$ cat src/rtl/instr_mem_loader.sv
// LC2K instruction memory loader.
// Assembles big-endian words from a byte stream and writes them from addr 0.
module instr_mem_loader #(
  parameter int ADDR_WIDTH = 4
) (
  input  logic                  clk,
  input  logic                  reset,
  input  logic                  start,
  input  logic [7:0]            in_data,
  input  logic                  in_valid,
  output logic                  in_ready,
  output logic                  wr_en,
  output logic [ADDR_WIDTH-1:0] wr_addr,
  output logic [31:0]           wr_data,
  output logic                  cpu_hold,
  output logic                  done,
  output logic                  error,
  output logic [ADDR_WIDTH:0]   words_loaded
);

  localparam int WLW = ADDR_WIDTH + 1;
  localparam logic [16:0] DEPTH = 17'(1 << ADDR_WIDTH);

  typedef enum logic [2:0] {
    S_IDLE,
    S_HDR,
    S_DATA,
    S_WRITE,
    S_DONE,
    S_ERR
  } state_t;

  state_t state, state_n;

  logic [1:0]     idx;
  logic [7:0]     hdr_hi;
  logic [15:0]    cnt;
  logic [23:0]    sh;
  logic [WLW-1:0] wl;

  logic           xfer;
  logic [15:0]    hdr_word;
  logic [WLW-1:0] wl_inc;
  logic           last_word;
  logic           restart;

  assign xfer      = in_valid && in_ready;
  assign hdr_word  = {hdr_hi, in_data};
  assign wl_inc    = wl + 1'b1;
  assign last_word = ({{(16-WLW){1'b0}}, wl_inc} == cnt);
  assign restart   = start &&
                     (state == S_IDLE || state == S_DONE || state == S_ERR);

  assign in_ready     = (state == S_HDR) || (state == S_DATA);
  assign wr_en        = (state == S_WRITE);
  assign cpu_hold     = (state != S_DONE);
  assign done         = (state == S_DONE);
  assign error        = (state == S_ERR);
  assign words_loaded = wl;

  // State register
  always_ff @(posedge clk) begin
    if (reset) state <= S_IDLE;
    else       state <= state_n;
  end

  // Next-state decode
  always_comb begin
    state_n = state;
    unique case (state)
      S_IDLE: if (start) state_n = S_HDR;
      S_HDR: begin
        if (xfer && idx == 2'd1) begin
          if (hdr_word == 16'd0)
            state_n = S_DONE;
          else if ({1'b0, hdr_word} > DEPTH)
            state_n = S_ERR;
          else
            state_n = S_DATA;
        end
      end
      S_DATA:  if (xfer && idx == 2'd3) state_n = S_WRITE;
      S_WRITE: state_n = last_word ? S_DONE : S_DATA;
      S_DONE:  if (start) state_n = S_HDR;
      S_ERR:   if (start) state_n = S_HDR;
      default: state_n = S_IDLE;
    endcase
  end

  // Byte assembly, header capture, write port and word counter
  always_ff @(posedge clk) begin
    if (reset) begin
      idx     <= 2'd0;
      hdr_hi  <= 8'd0;
      cnt     <= 16'd0;
      sh      <= 24'd0;
      wl      <= '0;
      wr_addr <= '0;
      wr_data <= 32'd0;
    end else begin
      if (restart) begin
        idx <= 2'd0;
        wl  <= '0;
      end
      if (xfer) begin
        idx <= idx + 2'd1;
        if (state == S_HDR) begin
          if (idx == 2'd0) begin
            hdr_hi <= in_data;
          end else begin
            cnt <= hdr_word;
            idx <= 2'd0;
          end
        end else begin
          if (idx == 2'd3) begin
            wr_data <= {sh, in_data};
            wr_addr <= wl[ADDR_WIDTH-1:0];
          end else begin
            sh <= {sh[15:0], in_data};
          end
        end
      end
      if (state == S_WRITE) wl <= wl_inc;
    end
  end

endmodule

$ cat config.mk
export PLATFORM = sky130hd
export DESIGN_NAME = instr_mem_loader
export DESIGN_NICKNAME = d
export VERILOG_FILES = /design/src/rtl/instr_mem_loader.sv
export SDC_FILE = /design/constraint.sdc
export NUM_CORES = 1
export LEC_CHECK = 0
export CAP_MARGIN = 20
export CORE_ASPECT_RATIO = 0.75
export CORE_UTILIZATION = 45
export DETAILED_ROUTE_END_ITERATION = 6
export GPL_TIMING_DRIVEN = 0
export HOLD_SLACK_MARGIN = 0.02
export PLACE_DENSITY = 0.69
export SYNTH_ARGS = -nofsm -noshare
export SYNTH_HDL_FRONTEND = slang
export SYNTH_SLANG_ARGS = --single-unit
$ cat constraint.sdc
create_clock -name clk -period 3.1 [get_ports clk]
set_input_delay 0.62 -clock clk [delete_from_list [all_inputs] [get_ports clk]]
set_output_delay 0.62 -clock clk [all_outputs]
set_load 0.005 [all_outputs]
Word level (Yosys, flattened, before mapping). Cells that the tools add are included. Widths: inputs -> output; s select.

Add/sub/neg operators: 2. $mul: 0. Div/mod/pow operators: 0. $lt $le $gt $ge: 1. Equal/unequal tests: 12. Shift-type cells: 0. Muxes and demuxes: 13. Bitwise operators: 3. Reduce and logical (&&, ||, !) cells: 18.

Operator list (number): $mux 3 (6); $eq 5x16->1 (1); $gt 16x5->1 const B (1); $logic_not 16->1 (1); $reduce_and 3->1 (5); $pmux 3 s4 (1); $mux 5 (2); $mux 2 (4); $eq 3x2->1 const B (2); $eq 3x3->1 const B (2); $add 5x1->5 const B (1); $logic_and 1x1->1 (4); $ne 2x1->1 const B (2); $reduce_bool 2->1 (2); $eq 3x1->1 const B (1); $logic_not 3->1 (1); $logic_or 1x1->1 (3); $ne 3x3->1 const B (1); $not 1->1 (3); $reduce_or 3->1 (1); $add 2x1->2 const B (1); $eq 2x1->1 const B (1); $eq 2x2->1 const B (1); $logic_not 2->1 (1); $ne 2x2->1 const B (1).

Flip-flop bits (word level): 94. Latch bits: 0. Memory bits (writable): 0. Memory bits (read-only): 0. Input port bits: 12. Output and inout bits: 46. Logic and storage cells: 57. Memories: 0.

Longest topological paths before layout.
Word-level depth: 6. Depth in mapped cells: 8. Mapped depth without buffers: 6.

Worst setup path after synthesis. No wires, ideal clock.

Kind: input to register. Start: input port in_valid. End: register wr_addr[0]. Library setup time: 0.070 ns. Arrival: 1.716 ns. Data required time: 3.030 ns. Path slack: 1.314 ns. Stages on the path: 8. Path buffers: 3. Path through: buf_2 -> nand2_1 -> nor3_1 -> and2_1 -> buf_2 -> buf_2 -> nand2_1 -> a21oi_1.

Word-level cells in the longest chain between the ends: 2.

RTL lines: from (decl) (RTL line 10) `input logic in_valid,`; $logic_and 1x1->1 (RTL line 47) `assign xfer = in_valid && in_ready;`; $reduce_and 3->1 (no line); to (signal assigned) (RTL line 117) `wr_addr <= wl[ADDR_WIDTH-1:0];`; to (decl) (RTL line 13) `output logic [ADDR_WIDTH-1:0] wr_addr,`.

No other way between the ends. A chain may end at the register's enable or synchronous reset.

Final worst setup path.
Start: register state[0]. End: output port wr_en.

Word-level cells in the longest chain between the ends: 1.

RTL lines: from (decl) (RTL line 33) `state_t state, state_n;`; from (signal assigned) (RTL line 64) `else state <= state_n;`; $eq 3x2->1 (RTL line 55) `assign wr_en = (state == S_WRITE);`; to (decl) (RTL line 12) `output logic wr_en,`.

No other way between the ends.

==> out/summary.txt <==
SETUP PATH
--------------------------------------------------------------------------------
Worst Path Required                                                      2.48 ns
Setup slack of the most critical reg-to-reg path                         1.12 ns
Worst Path Max Fanout                                                         10
R2R Path End                                                               sh[4]
Kind of critical path                                                 reg -> out
Kind of start point of the critical path                                register
Reg2reg path depth                                                             5
RR Startpoint                                                             idx[0]
Nature of the critical path endpoint                                  output pin
Arrival time of data at the critical path endpoint                       1.95 ns

POWER AND IR DROP
--------------------------------------------------------------------------------
Maximum VDD drop                                                          227 µV
Leakage power                                                         0.00157 µW
Power per unit of standard cell area                                  455 mW/mm²
Power, Total                                                             2100 µW

CLOCK NETWORK
--------------------------------------------------------------------------------
Worst-path clk slew                                                      0.10 ns
Clock sink count                                                              94
CTS Hold Buffers Added                                                         0
Number of cells upsized or downsized after cts                                 0
CTS buffer count                                                               9
Max H-tree Level                                                               3
Clock Root Buffer                                                   sky130_fd_sc_hd__clkbuf_8
Clock Tree Buf Depth                                                           2
Setup Fix Bufs, Post-CTS                                                       0
Clock insertion delay at the later pin of the skew report                0.36 ns
TritonCTS clock tree                                                         yes

CELLS AND AREA
--------------------------------------------------------------------------------
Share of layout cells above drive strength 1                               5.33%
Total of fill cells in the finished design                                   768
Final design utilization                                                   57.7%
Area overhead of the layout relative to synthesis                          22.9%
Post-layout nets                                                             557
Most common cell after layout, fill and taps aside                  sky130_fd_sc_hd__nand2_1
Most used cells in the layout excluding fill and tap cells          sky130_fd_sc_hd__nand2_1 (145), sky130_fd_sc_hd__dfxtp_1 (94), sky130_fd_sc_hd__a21oi_1 (91)
Diodes inserted                                                                0

JOB
--------------------------------------------------------------------------------
Number of maximum-capacitance constraint violations                            0

YOSYS
--------------------------------------------------------------------------------
Nets in the synthesized netlist                                              490
Synthesized instance count                                                   473
Cell area after technology mapping                                   0.00375 mm²
Register area share after synthesis                                        50.2%
Unique masters post-synth                                                     41
Synth async-reset ratio                                                       0%
Average cell area after synthesis                                       7.92 µm²
Synth Flop Type                                                     sky130_fd_sc_hd__dfxtp_1
Synth warn                                                                     0
Number of flops mapped to enable cells by yosys                                0
Flip-flop and latch count after synthesis                                     94

PLACEMENT
--------------------------------------------------------------------------------
Half-perimeter wire length after detailed placement                      6.80 mm
Final weighted congestion of routability-driven global placement           0.839
Count of buffers inserted at the top-level ports                              56

STA
--------------------------------------------------------------------------------
Unrepaired setup endpoints after global routing                               no
Time the final worst path needs with I/O delays and setup                2.57 ns
Setup TNS                                                                   0 ns
Final hold viol count                                                          0
Endpoints failing setup                                                        0
Setup Skew                                                             0.0163 ns
Measured slew at the worst slew-check pin                               0.665 ns
Final critical-path share of the clock period                              83.0%
Remaining max-slew budget at the tightest pin                              55.3%
Highest clock rate                                                       389 MHz
Number of slew-limit violations in the final report                            0

GRT
--------------------------------------------------------------------------------
Pin count of the biggest net entering global routing                          17
Number of global-route vias before repair                                   3129
Number of antenna violations at the first check in global routing              0
Sum of overflow across all layers after global routing                         0
First-pass GRT wire length                                               15.3 mm
Total global-route track usage                                             22.9%

DETAILED ROUTING
--------------------------------------------------------------------------------
DRT Wirelength                                                           9.44 mm
TritonRoute pass-1 iters                                                       5
Number of DRC markers after the initial detailed-route iteration             190
DRC violation count after routing                                              0
Routed WL per cell                                                       14.5 µm
Via count                                                                   3407
Antenna-violating nets left                                                    0
Average via count per standard cell                                         5.25

FLOORPLANNING
--------------------------------------------------------------------------------
Ports                                                                         58
Y dimension of the die                                                   81.0 µm
Core region area                                                     0.00799 mm²
Starting utilization of the core area                                      46.9%
Site row count                                                                28
Die Footprint                                                        0.00870 mm²
Die boundary width                                                        107 µm

HOLD PATH
--------------------------------------------------------------------------------
Min-delay src                                                             sh[22]
Worst min-delay path class                                            reg -> reg
Worst-case hold path end point                                       wr_data[30]
Worst hold path depth                                                          2

RUN STATUS
--------------------------------------------------------------------------------
Result of the run                                                      completed

## cells in the mapped netlist, types with 2 or more instances
| library cell | number | share of area (%) |
|---|---|---|
| sky130_fd_sc_hd__nor3_1 | 2 | 0.27 |
| sky130_fd_sc_hd__clkbuf_1 | 22 | 2.2 |
| sky130_fd_sc_hd__and2_1 | 2 | 0.33 |
| sky130_fd_sc_hd__a21oi_1 | 91 | 12 |
| sky130_fd_sc_hd__nor2_1 | 19 | 1.9 |
| sky130_fd_sc_hd__and3_1 | 2 | 0.33 |
| sky130_fd_sc_hd__o211ai_1 | 2 | 0.40 |
| sky130_fd_sc_hd__nand2b_1 | 3 | 0.50 |
| sky130_fd_sc_hd__xnor2_1 | 5 | 1.2 |
| sky130_fd_sc_hd__nand3_1 | 6 | 0.80 |
| sky130_fd_sc_hd__dfxtp_1 | 94 | 50 |
| sky130_fd_sc_hd__xor2_1 | 2 | 0.47 |
| sky130_fd_sc_hd__nor4_1 | 5 | 0.83 |
| sky130_fd_sc_hd__or3_1 | 2 | 0.33 |
| sky130_fd_sc_hd__nand4_1 | 2 | 0.33 |
| sky130_fd_sc_hd__ha_1 | 5 | 1.7 |
| sky130_fd_sc_hd__nand2_1 | 145 | 15 |
| sky130_fd_sc_hd__mux2i_1 | 7 | 1.9 |
| sky130_fd_sc_hd__o21ai_0 | 21 | 2.8 |
| sky130_fd_sc_hd__buf_2 | 7 | 0.93 |
| sky130_fd_sc_hd__inv_1 | 8 | 0.80 |
| sky130_fd_sc_hd__o2111ai_1 | 2 | 0.47 |
## where the power goes
group / internal [µW] / total, µW / switching, µW
Clock: 298 / 739 / 441
Combinational: 49.1 / 134 / 85.4
Sequential: 1220 / 1220 / 7.92
## worst max-delay path by stage
stage	from	end	slack (ns)	cells after the start
floorplan	in_valid	wr_addr[0]	1.31	8
global placement	in_data[2]	state[2]	0.69	6
detailed placement	in_data[1]	state[2]	0.63	6
CTS	state[0]	wr_en	0.54	5
global route	state[0]	wr_en	0.39	5
finish	state[0]	wr_en	0.53	5
## worst max-delay path, cell delays in order (launching register included)
cell and delay, ns:
sky130_fd_sc_hd__dfxtp_1 0.31, sky130_fd_sc_hd__buf_4 0.16, sky130_fd_sc_hd__nor2b_1 0.26, sky130_fd_sc_hd__nand2_1 0.17, sky130_fd_sc_hd__inv_1 0.16, sky130_fd_sc_hd__clkdlybuf4s50_1 0.53
## flip-flops by register name (all words and copies together) (netlist names)
register	count
wr_addr	4
cnt	16
state	3
hdr_hi	8
words_loaded	5
idx	2
sh	24
wr_data	32
## final cells by class
cell class	instances	area, µm²	area share [%]
well taps	105	131	2.85
repair buffers	56	561	12.2
multi-input cells	341	1710	37.1
flip-flops and latches	94	1880	40.8
inverters	8	30.0	0.652
clock inverters	5	40.0	0.869
plain buffers	30	125	2.72
clock buffers	10	128	2.77
## metal layers
layer	global-route usage, %	share of wire (%)	vias to the layer above
li1	-	-	1715
met4	5.34	0.92	0
met3	5.78	7.1	10
met1	31.7	49	1564
met2	35.8	43	118
met5	0	0	-
## metrics by stage
step	instances	instance area, µm²	hold slack, ns	setup WS, ns
global route	649	4610	0.481	0.392
floorplan	473	3750	0.432	1.31
detailed placement	634	4440	0.448	0.631
finish	649	4610	0.454	0.526
global placement	634	4440	0.443	0.688
CTS	649	4610	0.458	0.544
## logic make-up after synthesis
group | share of synthesized area [%]
compound gates | 17.6
xor+xnor | 1.64
fa+ha+maj | 1.67
buf+inv | 4.14
flops | 50.2
mux | 2.17
simple gates | 22.6
Note: power is estimated with default switching activity, not from simulation.
